--- config.mk ---
export PLATFORM = sky130hd
export DESIGN_NAME = tff_updown_counter
export DESIGN_NICKNAME = d
export VERILOG_FILES = /design/src/rtl/tff_pkg.sv /design/src/rtl/tff_cell.sv /design/src/rtl/tff_updown_counter.sv
export SDC_FILE = /design/constraint.sdc
export NUM_CORES = 1
export LEC_CHECK = 0
export BUFFER_PORTS_ARGS = -buffer_cell sky130_fd_sc_hd__buf_2
export CAP_MARGIN = 5
export CORE_AREA = 2 2 39 41
export DETAILED_ROUTE_END_ITERATION = 16
export DIE_AREA = 0 0 41 43
export MAX_ROUTING_LAYER = met4
export PLACE_DENSITY = 0.71
export SLEW_MARGIN = 15
export SYNTH_ARGS = -nofsm -noshare
export SYNTH_HDL_FRONTEND = slang
export SYNTH_SLANG_ARGS = --single-unit
--- constraint.sdc ---
create_clock -name clk -period 5.1 [get_ports clk]
set_clock_uncertainty 0.1 [all_clocks]
set_input_delay 1.02 -clock clk [delete_from_list [all_inputs] [get_ports clk]]
set_output_delay 1.02 -clock clk [all_outputs]
set_load 0.05 [all_outputs]
--- src/rtl/tff_pkg.sv ---
`default_nettype none
// ============================================================================
//  Module      : tff_pkg
//  Description : Shared definitions for the T-flip-flop up/down counter:
//                direction encodings and the modulo next-count helpers.
//  Revision    : 1.0 - initial release
// ============================================================================
package tff_pkg;

    // Direction encodings for the 'up' input
    localparam logic DIR_UP = 1'b1;
    localparam logic DIR_DN = 1'b0;

    // Next count for one step in the given direction. Values at or above
    // the modulus only occur from a corrupted state. Such a state steps
    // up to 0 or down to MOD-1, so the count always rejoins the legal range.
    function automatic logic [31:0] next_count(
        input logic [31:0] q,
        input logic        up,
        input logic [31:0] mod_val
    );
        logic [31:0] r;
        if (up == DIR_UP) begin
            r = (q >= mod_val - 32'd1) ? 32'd0 : q + 32'd1;
        end else begin
            r = ((q == 32'd0) || (q >= mod_val)) ? mod_val - 32'd1 : q - 32'd1;
        end
        return r;
    endfunction

    // True when a step from q in direction up wraps around the modulus
    function automatic logic is_wrap(
        input logic [31:0] q,
        input logic        up,
        input logic [31:0] mod_val
    );
        return (up == DIR_UP) ? (q == mod_val - 32'd1) : (q == 32'd0);
    endfunction

    // Value actually loaded: out-of-range requests collapse to 0
    function automatic logic [31:0] load_value(
        input logic [31:0] load_val,
        input logic [31:0] mod_val
    );
        return (load_val < mod_val) ? load_val : 32'd0;
    endfunction

endpackage
`default_nettype wire

--- src/rtl/tff_cell.sv ---
`default_nettype none
// ============================================================================
//  Module      : tff_cell
//  Description : Single T flip-flop with synchronous active-high reset.
//                The output toggles on a clock edge when t is high.
//  Revision    : 1.0 - initial release
// ============================================================================
module tff_cell (
    input  logic clk,
    input  logic rst,
    input  logic t,
    output logic q
);

    logic r_q;

    // Toggle storage: clear on reset, otherwise flip when t is set
    always_ff @(posedge clk) begin
        if (rst) begin
            r_q <= 1'b0;
        end else begin
            r_q <= r_q ^ t;
        end
    end

    assign q = r_q;

endmodule
`default_nettype wire

--- src/rtl/tff_updown_counter.sv ---
`default_nettype none
// ============================================================================
//  Module      : tff_updown_counter
//  Description : Synchronous modulo-MOD up/down counter built entirely from
//                T flip-flop cells. The top computes the next count, derives a
//                per-bit toggle vector from it, and decodes tc and ovf.
//  Revision    : 1.0 - initial release
// ============================================================================
module tff_updown_counter #(
    parameter int unsigned W   = 4,
    parameter int unsigned MOD = 10
) (
    input  logic         clk,
    input  logic         rst,
    input  logic         en,
    input  logic         up,
    input  logic         load,
    input  logic [W-1:0] load_val,
    output logic [W-1:0] q,
    output logic         tc,
    output logic         ovf
);

    import tff_pkg::*;

    // Terminal value and modulus in the widths the comparisons need.
    // The modulus may equal 2**W, so it is only ever handled at 32 bits.
    localparam logic [31:0]  c_MOD = 32'(MOD);
    localparam logic [W-1:0] c_MAX = W'(MOD - 1);

    // Reject parameter sets that cannot produce a valid counter
    generate
        if ((W < 2) || (W > 31) || (MOD < 2) || (MOD > (32'd1 << W))) begin : g_bad_params
            $error("tff_updown_counter: unsupported W/MOD combination");
        end
    endgenerate

    logic [W-1:0] w_q;      // current count, read back from the T cells
    logic [W-1:0] w_next;   // count the cells should hold after this edge
    logic [W-1:0] w_t;      // per-bit toggle request
    logic         w_wrap;   // this edge performs a counting wrap
    logic         r_ovf;

    // Next-state selection: load beats count, idle holds the current value
    always_comb begin
        w_next = w_q;
        w_wrap = 1'b0;
        if (load) begin
            w_next = W'(load_value(32'(load_val), c_MOD));
        end else if (en) begin
            w_next = W'(next_count(32'(w_q), up, c_MOD));
            w_wrap = is_wrap(32'(w_q), up, c_MOD);
        end
    end

    // A bit toggles exactly where the current and next counts differ
    assign w_t = w_q ^ w_next;

    generate
        for (genvar i = 0; i < int'(W); i++) begin : g_cell
            tff_cell u_cell (
                .clk (clk),
                .rst (rst),
                .t   (w_t[i]),
                .q   (w_q[i])
            );
        end
    endgenerate

    // Overflow pulse: set for one cycle after a counting wrap, cleared otherwise
    always_ff @(posedge clk) begin
        if (rst) begin
            r_ovf <= 1'b0;
        end else begin
            r_ovf <= w_wrap;
        end
    end

    assign q   = w_q;
    assign ovf = r_ovf;
    assign tc  = en & (up ? (w_q == c_MAX) : (w_q == '0));

endmodule
`default_nettype wire

======== Yosys cells after proc, flatten, opt, wreduce, memory -nomap -nowiden ========
Cells that the tools add are included.
storage, ports and cells
  flip-flop bits (word level) ............. 5
  input port bits ......................... 9
  output and inout port bits .............. 6
  logic and storage cells ................. 28
cells by class
  $add $sub $neg .......................... 2
  $lt $le $gt $ge ......................... 3
  equal/unequal tests ..................... 1
  muxes and demuxes ....................... 7
  bitwise gates (word level) .............. 7
  reductions and logical operators ........ 3
operator list
  cell                   number
  $mux W4                6
  $ge A4 B4 Y1 const B   2
  $add A4 B1 Y4 const B  1
  $eq A4 B4 Y1 const B   1
  $logic_not A4 Y1       1
  $lt A4 B4 Y1 const B   1
  $sub A4 B1 Y4 const B  1
  $xor A1 B1 Y1          4
  $xor A4 B4 Y4          1
  $reduce_or A3 Y1       1
  $and A1 B1 Y1          1
  $logic_or A1 B1 Y1     1
  $mux W1                1
  $not A1 Y1             1

======== Depth between registers and ports, before layout ========
  depth in word-level cells ............... 8
  depth in mapped cells ................... 6
  depth with buffers taken out ............ 6

======== By module ========
Synthesis repeated with hierarchy kept, for this count alone.
second synthesis, totals
  cell total of the unflattened synthesis .. 75
  area, all modules ....................... 574.3 sq um
modules (own cells, without submodules)
  module              instances  cells an instance  area each (sq um)  sequential area each (sq um)
  tff_updown_counter  1          63                 444.2              20.0
  tff_cell            4          3                  32.5               20.0

======== Least setup slack after synthesis ========
Ideal clock, no wire load.
  kind .................................... in2out
  from .................................... input port up
  to ...................................... output port tc
  arrival ................................. 2.480 ns
  data required time ...................... 3.980 ns
  slack ................................... 1.500 ns
  stages .................................. 4
  path through ............................ buf_6 nor3b_1 a31oi_1 nor3_1
on the way
  word-level cells in the longest chain between the ends .. 2
ends and longest elaborated chain
  what                line                      RTL
  start: declaration  tff_updown_counter.sv:16  input logic up,
  $mux W1             tff_updown_counter.sv:81  assign tc = en & (up ? (w_q == c_MAX) : (w_q == '0));
  $and A1 B1 Y1       tff_updown_counter.sv:81
  end: declaration    tff_updown_counter.sv:20  output logic tc,
Every way passes these cells.

======== Final worst setup path ========
Same ends and word-level chain as after synthesis.

==> impl_metrics.tcl <==
set metrics [dict create \
    status "complete, no violations" \
    final.period_utilization_pct 59.8 \
    dr.first_iter.drc_count 4 \
    cp_cell_sequence "buf_2 > nor3b_1 > a31oi_1 > nor3_1 > buf_2" \
    vias 522 \
    die_area_um2 1760 \
    seq_area_um2 100 \
    ys_top_cells_by_count "6 x a31oi_1, 6 x inv_1, 5 x dfxtp_1, 5 x o21ai_0" \
    tritoncts "built" \
    crit_type "in -> out" \
    fmax_ghz 0.328 \
    antenna_found_initial 0 \
    clock-sinks 5 \
    cts_resized 0 \
    clk_pin_slew_worst_paths_ps 40 \
    slew-limit-headroom_pct 72.7 \
    critPathMaxFanout 10 \
    postCtsHoldBufs 0 \
    slew_violations 0 \
    grt_pass1_wl_mm 2.01 \
    reg2reg_from "g_cell[0].u_cell.q" \
    regToRegEndpoint "g_cell[1].u_cell.q" \
    ios 15 \
    max-vdd-ir-drop_mv 0.0646 \
    ys.flop_type "dfxtp_1" \
    layout_min_cycle_time_ps 3050 \
    hold_depth 2 \
    rrSetupSlack_ps 3110 \
    syn_area_um2 548 \
    core_area_um2 1380 \
    fp.dieH_um 43 \
    fillers 139 \
    nNetsFinal 93 \
    multi_input_area_um2 365 \
    critPathArrivalTime_ps 1930 \
    start_util_pct 39.6 \
    worst-path-buf-inv 2 \
    ctsRootBufferMaster "clkbuf_4" \
    via_per_inst 5.49 \
    post_dp_cell_area_um2 582 \
    drc 0 \
    syn_to_final_growth_pct 11.0 \
    grt.total_usage_pct 16.8 \
    cp-start-kind "primary input" \
    cts.path.max_buffers 2 \
    routed_wl_mm 1.22 \
    path_common_cell "buf_2" \
    cts_buffers 3 \
    dr.pass1.iters 4 \
    dp_hpwl_um 969 \
    worst_slew_pin_slew_ps 409 \
    synth_edf_count 0 \
    gp_congestion 0.880 \
    min_to "g_cell[1].u_cell.q" \
    power_density_nw_per_um2 250 \
    grt_pass1_vias 462 \
    synthesis.nets 81 \
    antenna_cells 0 \
    async_flop_share_pct 0 \
    yosysTopAreaCellShare_pct 18.3 \
    clock_latency_ps 240 \
    cp_data_required_time_ps 3980 \
    worst_path_largest_cell_delay_ps 300 \
    num_rows 14 \
    seq_area_frac_synth_pct 18.3 \
    dieWidth_um 41 \
    synth_cell_types 34 \
    finalHoldViolCount 0 \
    post-cts-setup-buffers 0 \
    critical-path-top-delay-family "buffers and inverters" \
    ant_nets 0 \
    port-buffer-count 14 \
    yosysTopAreaCell "dfxtp_1" \
    grt-ovfl-total 0 \
    yosys_warnings 0 \
    min_path_type "reg -> reg" \
    grt_max_degree 13 \
    wire_per_inst_um 12.8 \
    synth_area_leaders "dfxtp_1 18%, ha_1 9.1%, a31oi_1 6.8%" \
    rsz0062_at_grt "false" \
    worstHoldStart "g_cell[1].u_cell.q" \
    synthCells 68 \
    drv_cap 0 \
    postSynthAreaPerCell_um2 8.06 \
    htreeDepth 1 \
    worstSetupEndpointType "primary output" \
    final_area_um2 608 \
    ff2ff_path_depth 6 \
    yosys_register_bits 5 \
    finalSetupViolCount 0 \
    leakage_nw 0.276 \
    crit_slowest_cell "buf_2" \
    setup_tns_ps 0 \
    drive_gt1_share_pct 31.6 \
]
[layout by cell type (no fill, tap or decap), types with 2 or more instances in the layout]
| cell type | instances |
|---|---|
| clkbuf_4 | 3 |
| a31oi_1 | 6 |
| dfxtp_1 | 5 |
| o21ai_0 | 5 |
| o31ai_1 | 2 |
| nor2_1 | 3 |
| nand3_1 | 2 |
| nor3b_1 | 2 |
| inv_1 | 6 |
| nand2_1 | 3 |
| nor3_1 | 3 |
| buf_2 | 14 |
| ha_1 | 4 |
[stage by stage]
stage	hold slack [ps]	std cells	util, %	setup WS [ps]	total power [mW]
floorplan	496	68	-	1500	0.0983
global placement	577	91	42.0	2050	0.107
detailed placement	596	91	42.0	2050	0.108
CTS	606	95	43.9	2040	0.154
global route	673	95	43.9	1940	0.161
finish	602	95	43.9	2050	0.152
[cell type report]
class / instances / share of cell area, %
well taps: 16 / 3.29
inverters: 7 / 4.32
clock buffers: 4 / 4.32
multi-input cells: 49 / 60.1
flip-flops and latches: 5 / 16.5
repair buffers: 14 / 11.5
[worst max path at each step]
| stage | start | endpoint | slack [ps] | depth (start not counted) |
|---|---|---|---|---|
| 3_5_place_dp | up | tc | 2050 | 5 |
| 6_report | up | tc | 2050 | 5 |
| 4_1_cts | up | tc | 2040 | 5 |
| 3_3_place_gp | up | tc | 2050 | 5 |
| 5_1_grt | up | tc | 1940 | 5 |
| 2_1_floorplan | up | tc | 1500 | 4 |
[state kept, by name, indices dropped and copies added (netlist names)]
name             flops
g_cell.u_cell.q      4
ovf                  1
[metal layers]
metal	routed length [um]	GRT usage, %	vias to the layer above
met1	598	24.8	241
met5	0	-	-
li1	-	-	270
met2	583	23.1	11
met3	33	0	0
met4	0	8.00	0
[worst min-delay path: stages, from the launching register on]
cell	delay, ps
dfxtp_1	370
nor2_1	160
o41ai_1	110
[cells by family after synthesis]
group,Yosys count,synth area share (%)
mux,1,1.83
fa+ha+maj,4,9.13
xor+xnor,1,1.60
simple gates,20,22.8
flops,5,18.3
buf+inv,14,15.1
compound gates,23,31.3
[where the power goes]
part           internal (mW)  leakage (nW)  total [mW]  switching (mW)
registers             0.0421        0.0412      0.0483         0.00620
logic                 0.0223         0.220      0.0590          0.0367
clock network         0.0295        0.0150      0.0446          0.0151
No activity file was read; power rests on OpenSTA's default activity.
